**src/rtl/pdua_pkg.sv**
```systemverilog
// Shared PDUA sequencer types: state enumeration and default widths and opcodes.
package pdua_pkg;

    localparam int unsigned          PDUA_OPCODE_W = 5;
    localparam int unsigned          PDUA_USTEP_W  = 3;
    localparam logic [PDUA_OPCODE_W-1:0] PDUA_HALT_OP = 5'h1F;

    typedef enum logic [2:0] {
        ST_INIT,
        ST_FETCH,
        ST_DECODE,
        ST_EXEC,
        ST_HALT,
        ST_INTA
    } state_t;

endpackage

```
**src/rtl/ir_fetch_seq.sv**
```systemverilog
// PDUA instruction fetch/execute sequencer: IR/PC/memory strobes plus micro-step counter.
// Optional interrupt acknowledge path enabled by defining IRQ_EN.
module ir_fetch_seq
    import pdua_pkg::*;
#(
    parameter int unsigned          OPCODE_W = PDUA_OPCODE_W,
    parameter int unsigned          USTEP_W  = PDUA_USTEP_W,
    parameter logic [OPCODE_W-1:0]  HALT_OP  = PDUA_HALT_OP
) (
    input  logic                clk,
    input  logic                rst,
    input  logic [OPCODE_W-1:0] opcode,
    input  logic                mem_ready,
    input  logic                ustep_last,
    input  logic                stall,
    input  logic                resume,
    input  logic                int_req,
    output logic                ir_ena,
    output logic                ir_sclr,
    output logic                pc_inc,
    output logic                mem_rd,
    output logic [USTEP_W-1:0]  ustep,
    output logic                uop_valid,
    output logic                halted,
    output logic                step_ovf,
    output logic                int_ack
);

    state_t               state, state_nxt;
    logic [USTEP_W-1:0]   ustep_nxt;
    logic                 ovf_nxt;
    logic                 irq;

`ifdef IRQ_EN
    assign irq = int_req;
`else
    logic unused_int_req;
    assign unused_int_req = int_req;
    assign irq = 1'b0;
`endif

    always_ff @(posedge clk) begin
        if (rst) begin
            state    <= ST_INIT;
            ustep    <= '0;
            step_ovf <= 1'b0;
        end else begin
            state    <= state_nxt;
            ustep    <= ustep_nxt;
            step_ovf <= ovf_nxt;
        end
    end

    always_comb begin
        state_nxt = state;
        ustep_nxt = ustep;
        ovf_nxt   = step_ovf;
        unique case (state)
            ST_INIT:  state_nxt = ST_FETCH;
            ST_FETCH: if (mem_ready) state_nxt = ST_DECODE;
            ST_DECODE: begin
                if (opcode == HALT_OP) begin
                    state_nxt = ST_HALT;
                end else begin
                    ustep_nxt = '0;
                    state_nxt = ST_EXEC;
                end
            end
            ST_EXEC: begin
                if (!stall) begin
                    // Running off the last micro-step ends the instruction as if ustep_last were set.
                    if (ustep_last || (&ustep)) begin
                        if (!ustep_last) ovf_nxt = 1'b1;
                        ustep_nxt = '0;
                        state_nxt = irq ? ST_INTA : ST_FETCH;
                    end else begin
                        ustep_nxt = ustep + USTEP_W'(1);
                    end
                end
            end
            ST_HALT: begin
                if (irq)         state_nxt = ST_INTA;
                else if (resume) state_nxt = ST_FETCH;
            end
            ST_INTA:  state_nxt = ST_FETCH;
            default:  state_nxt = ST_INIT;
        endcase
    end

    always_comb begin
        ir_ena    = 1'b0;
        ir_sclr   = 1'b0;
        pc_inc    = 1'b0;
        mem_rd    = 1'b0;
        uop_valid = 1'b0;
        halted    = 1'b0;
        int_ack   = 1'b0;
        unique case (state)
            ST_INIT:  ir_sclr = 1'b1;
            ST_FETCH: begin
                mem_rd = 1'b1;
                ir_ena = mem_ready;
                pc_inc = mem_ready;
            end
            ST_EXEC:  uop_valid = 1'b1;
            ST_HALT:  halted = 1'b1;
            ST_INTA: begin
`ifdef IRQ_EN
                int_ack = 1'b1;
                ir_sclr = 1'b1;
`endif
            end
            default: ;
        endcase
    end

endmodule

```
**config.mk**
```make
export PLATFORM = sky130hd
export DESIGN_NAME = ir_fetch_seq
export DESIGN_NICKNAME = d
export VERILOG_FILES = /design/src/rtl/pdua_pkg.sv /design/src/rtl/ir_fetch_seq.sv
export SDC_FILE = /design/constraint.sdc
export NUM_CORES = 1
export LEC_CHECK = 0
export CORE_AREA = 2 2 39 41
export CTS_CLUSTER_DIAMETER = 200
export DETAILED_ROUTE_END_ITERATION = 6
export DIE_AREA = 0 0 41 43
export DONT_BUFFER_PORTS = 1
export PLACE_DENSITY_LB_ADDON = 0.3
export SLEW_MARGIN = 25
export SYNTH_ARGS = -nofsm -noshare
export SYNTH_HDL_FRONTEND = slang
export SYNTH_SLANG_ARGS = --single-unit
```
**constraint.sdc**
```tcl
create_clock -name clk -period 1.2 [get_ports clk]
set_input_delay 0.18 -clock clk [delete_from_list [all_inputs] [get_ports clk]]
set_output_delay 0.18 -clock clk [all_outputs]
set_load 0.02 [all_outputs]
```
== After elaboration in Yosys (flattened, before gate mapping) ==
Cells that the tools add are included.
Word-level totals
  input bits: 12
  logic and storage cells: 40
  register bits: 7
  output and inout bits: 11
Cells by class
  add/subtract/negate cells: 1
  equal/unequal tests: 11
  bitwise gates (word level): 2
  mux-type cells: 15
  reduce and logical (&&, ||, !) cells: 8
Operators with widths (count)
  3-bit 2-to-1 mux: 8
  3-bit one-hot mux with 5 select lines: 1
  2-bit inequality test (second input constant): 5
  4-bit AND reduction: 2
  3-bit by 2-bit equality test with 1-bit output (second input constant): 2
  3-bit equality test (second input constant): 2
  3-bit one-hot mux with 2 select lines: 1
  3-bit AND reduction: 2
  5-bit equality test (second input constant): 1
  1-bit 2-to-1 mux: 5
  3-bit by 1-bit adder with 3-bit output (second input constant): 1
  3-bit by 1-bit equality test with 1-bit output (second input constant): 1
  3-bit logical NOT: 1
  1-bit inverter: 2
  2-bit nonzero test: 1
  2-bit OR reduction: 1
  1-bit logical OR: 1

== Longest topological paths before layout ==
  depth in word-level cells: 5
  depth in mapped cells: 5
  gate-level depth less buffers: 5

== Worst setup path before layout ==
No wires, ideal clock.
  kind: register to output
  start point: reg state[2]
  end point: out pc_inc
  setup slack: -0.252 ns
  stages on the path, launching flop included: 5
  arrival time: 1.272 ns
  required time: 1.020 ns
  path buffers: 1
  cell sequence: dfxtp_1 > nand2b_1 > nor2_1 > and2_4 > buf_4
Between the ends
  cells in the longest elaborated chain, start to end: 2
Ends and longest elaborated chain
  from (decl): RTL line ir_fetch_seq.sv:29  | state_t state, state_nxt;
  from (signal assigned): RTL line ir_fetch_seq.sv:48  | state <= state_nxt;
  3-bit by 1-bit equality test with 1-bit output
  1-bit 2-to-1 mux
  to (decl): RTL line ir_fetch_seq.sv:20  | output logic pc_inc,
Every way passes these cells.

== Worst setup path in the final report ==
  start point: reg state[2]
  end point: out ir_ena
Between the ends
  cells in the longest elaborated chain, start to end: 2
Ends and longest elaborated chain
  3-bit by 1-bit equality test with 1-bit output: RTL line ir_fetch_seq.sv:98  | unique case (state)
  1-bit 2-to-1 mux: RTL line ir_fetch_seq.sv:98
  to (decl): RTL line ir_fetch_seq.sv:18  | output logic ir_ena,
Every way passes these cells.

==> results.tsv <==
stage	metric	value	unit
setup_path	crit path kind	flop to output pin	
floorplanning	Die W	41	um
yosys	post-synthesis xor/xnor area fraction	0	%
setup_path	crit path max-delay cell type	dfxtp_2	
final_layout	share of cells above drive strength 1	57.7	%
yosys	Synth Area in Compound Gates	21.7	%
flow_run	Max-Cap Viols	0	
yosys	adder-cell share of the synthesized area	5.56	%
detailed_routing	drc violations	0	
final_layout	Area Overhead vs Synth	68.1	%
status	status	finished with violations	
final_layout	diode count	0	
placed_design	final HPWL from detailed placement	769	um
detailed_routing	starting DRC count in detailed routing	4	
clock_network	clock buffer depth	2	
placed_design	RePlAce Congestion	0.634	
yosys	post-synth cell types	27	
detailed_routing	ANT nets after route	0	
setup_path	CP arrival	1.09	ns
setup_path	Worst Setup Start Kind	flop	
detailed_routing	WL/cell	12.6	um
setup_path	worst path cell trace	nand2b_4 -> nor2_4 -> and2_4 -> buf_12	
sta	Peak Freq	785	MHz
sta	final setup violation count	9	
yosys	Mapped Area	450	um2
yosys	post-synthesis mux area share	4.44	%
detailed_routing	vias per cell	5.03	
clock_network	H-Tree Depth	1	
clock_network	CTS Sinks	7	
global_route	GRT Overall Usage	13.8	%
power_and_ir_drop	Leakage	0.303	nW
final_layout	utilization after layout	54.7	%
yosys	synth top area cells	dfxtp_1, buf_4, ha_1	
power_and_ir_drop	Final Total Pwr	0.749	mW
yosys	largest family of logic cells by synthesized area	simple AND/OR/NAND/NOR gates	
final_layout	final net count	86	
power_and_ir_drop	peak supply drop	0.446	mV
setup_path	Worst EP required	1.02	ns
floorplanning	Die Span Y	43	um
floorplanning	row count	14	
yosys	Syn Inst Count	50	
status	failing checks	setup timing	
setup_path	Crit path buffers/inverters	1	
yosys	post-synth top area cell	dfxtp_1	
setup_path	cell family with most CP delay	simple AND/OR/NAND/NOR gates	
clock_network	Clk pin slew, worst setup/hold paths	0.05	ns
sta	min Tclk post-route	1.27	ns
sta	Tcrit/Tclk final	106	%
floorplanning	Initial Util	32.5	%
global_route	initial antenna violation count	0	
yosys	number of synthesized register bits	7	
setup_path	Crit. End Element	output pin	
worst_hold_path	HP Class	primary input to flop	
detailed_routing	drt total wl	1100	um
floorplanning	core footprint	1380	um2
yosys	area share of the largest cell type after synthesis	31.1	%
yosys	post-synthesis sequential area ratio	31.1	%
floorplanning	full die area	1760	um2
sta	clock skew	0.000448	ns
clock_network	CTS tree	built	
clock_network	TritonCTS Buffers	3	
global_route	largest net degree at the start of global routing	6	
yosys	Yosys warning total	0	
placed_design	I/O Buffers	0	
detailed_routing	Pre-antenna DRT Iters	4	
global_route	GR Overflow Total	0	
setup_path	crit path max fanout	4	
sta	Hold Fails Final Rpt	0	
global_route	first-pass GRT wire length	1660	um
global_route	vias in the first global route	428	
floorplanning	Ports	23	
yosys	Avg Cell Area, Syn	9.01	um2
detailed_routing	routed via count	438	
sta	RSZ-0062 raised after global routing	true	
clock_network	clk_lat worst skew	0.25	ns
sta	Max Slew Vio Count	0	
power_and_ir_drop	PwrDens	989	nW/um2
setup_path	slowest stage delay, CP	0.32	ns
clock_network	clock tree root driver cell	clkbuf_4	
sta	setup slack after layout	-0.0737	ns
yosys	Synthesized Nets	64	
yosys	simple-gate share of the synthesized area	28.1	%
kinds of logic after synthesis:
logic type               count (synthesis)
multiplexers                             2
other                                    1
AND/OR/NAND/NOR                         20
adder cells (fa/ha/maj)                  2
AO/OA/AOI/OAI                           12
buffers and inverters                    6
flip-flops                               7
state kept, by name, indices dropped and copies added, names as in the netlist:
register	flops
state	3
ustep	3
step_ovf	1
worst reg2reg max path: stages, from the launching register on:
cell and delay (ns):
dfxtp_4 0.35, ha_4 0.16, ha_4 0.16, nor4b_4 0.26, o2111ai_1 0.14, o31ai_1 0.08
Yosys cell counts (all sizes together):
cell and count:
mux2i 2, nor3 2, o2111ai 1, o21a 1
nor4b 1, conb 1, a21oi 2, nand2 2
dfxtp 7, nand2b 4, a31oi 1, o21bai 1
a2bb2oi 1, o31ai 1, a2111oi 1, ha 2
o22a 1, and3 1, a222oi 1, nor3b 1
buf 4, nand3 1, and2 1, and3b 1
nor2 6, inv 2, a211oi 1
layout make-up:
class,count,area [um2]
Tap cell,16,20.0
Multi-Input combinational cell,37,347
Inverter,2,7.51
Fill cell,140,627
Clock buffer,4,26.3
Sequential cell,7,154
Timing Repair Buffer,21,203
layer usage:
metal,vias up,GRT usage (%),share of wire (%)
li1,222,-,-
met1,204,16.2,40
met2,12,22.2,53
met3,0,3.66,7.0
met4,0,6.00,0
met5,-,0,0
placed cells by master, fill, tap and decap left out, types with 2 or more instances in the layout:
master    instances
buf_4            11
buf_6             8
clkbuf_4          3
dfxtp_1           2
dfxtp_2           2
dfxtp_4           3
ha_4              2
inv_1             2
mux2i_1           2
nand2_1           2
nand2b_1          3
nor2_1            5
metrics by stage:
stage / std cells / worst slack (ns) / hold WS (ns) / setup TNS [ns] / area [um2]
after CTS: 85 / -0.0843 / 0.00830 / -0.422 / 703
after global placement: 74 / -0.0814 / 0.248 / -0.149 / 573
after global routing: 87 / -0.158 / 0.0105 / -1.03 / 757
after detailed placement: 74 / -0.112 / 0.248 / -0.223 / 573
after floorplan: 50 / -0.0520 / 0.245 / -0.0863 / 488
final: 87 / -0.0737 / 0.0157 / -0.332 / 757
worst paths after layout:
check,from,end,slack (ns),cells past startpoint
max,state[2],ir_ena,-0.07,4
max reg2reg,ustep[0],ustep[0],-0.04,5
min,rst,ustep[0],0.02,1
min reg2reg,state[2],state[0],0.60,2
where the power goes:
group | internal (mW) | switching [mW] | total (mW) | leakage, nW
logic | 0.153 | 0.119 | 0.272 | 0.228
registers | 0.243 | 0.0168 | 0.259 | 0.0599
clock network | 0.127 | 0.0903 | 0.217 | 0.0150
timing repair:
action / 4_1_cts / 5_1_grt
endpoints found under the hold margin: 4 / 0
setup endpoints to repair: 9 / 10
pin swaps: 5 / 3
resized for setup: 11 / 9
buffers inserted: 6 / 2
hold buffers: 1 / 0
Note: power is estimated with default switching activity, not from simulation.
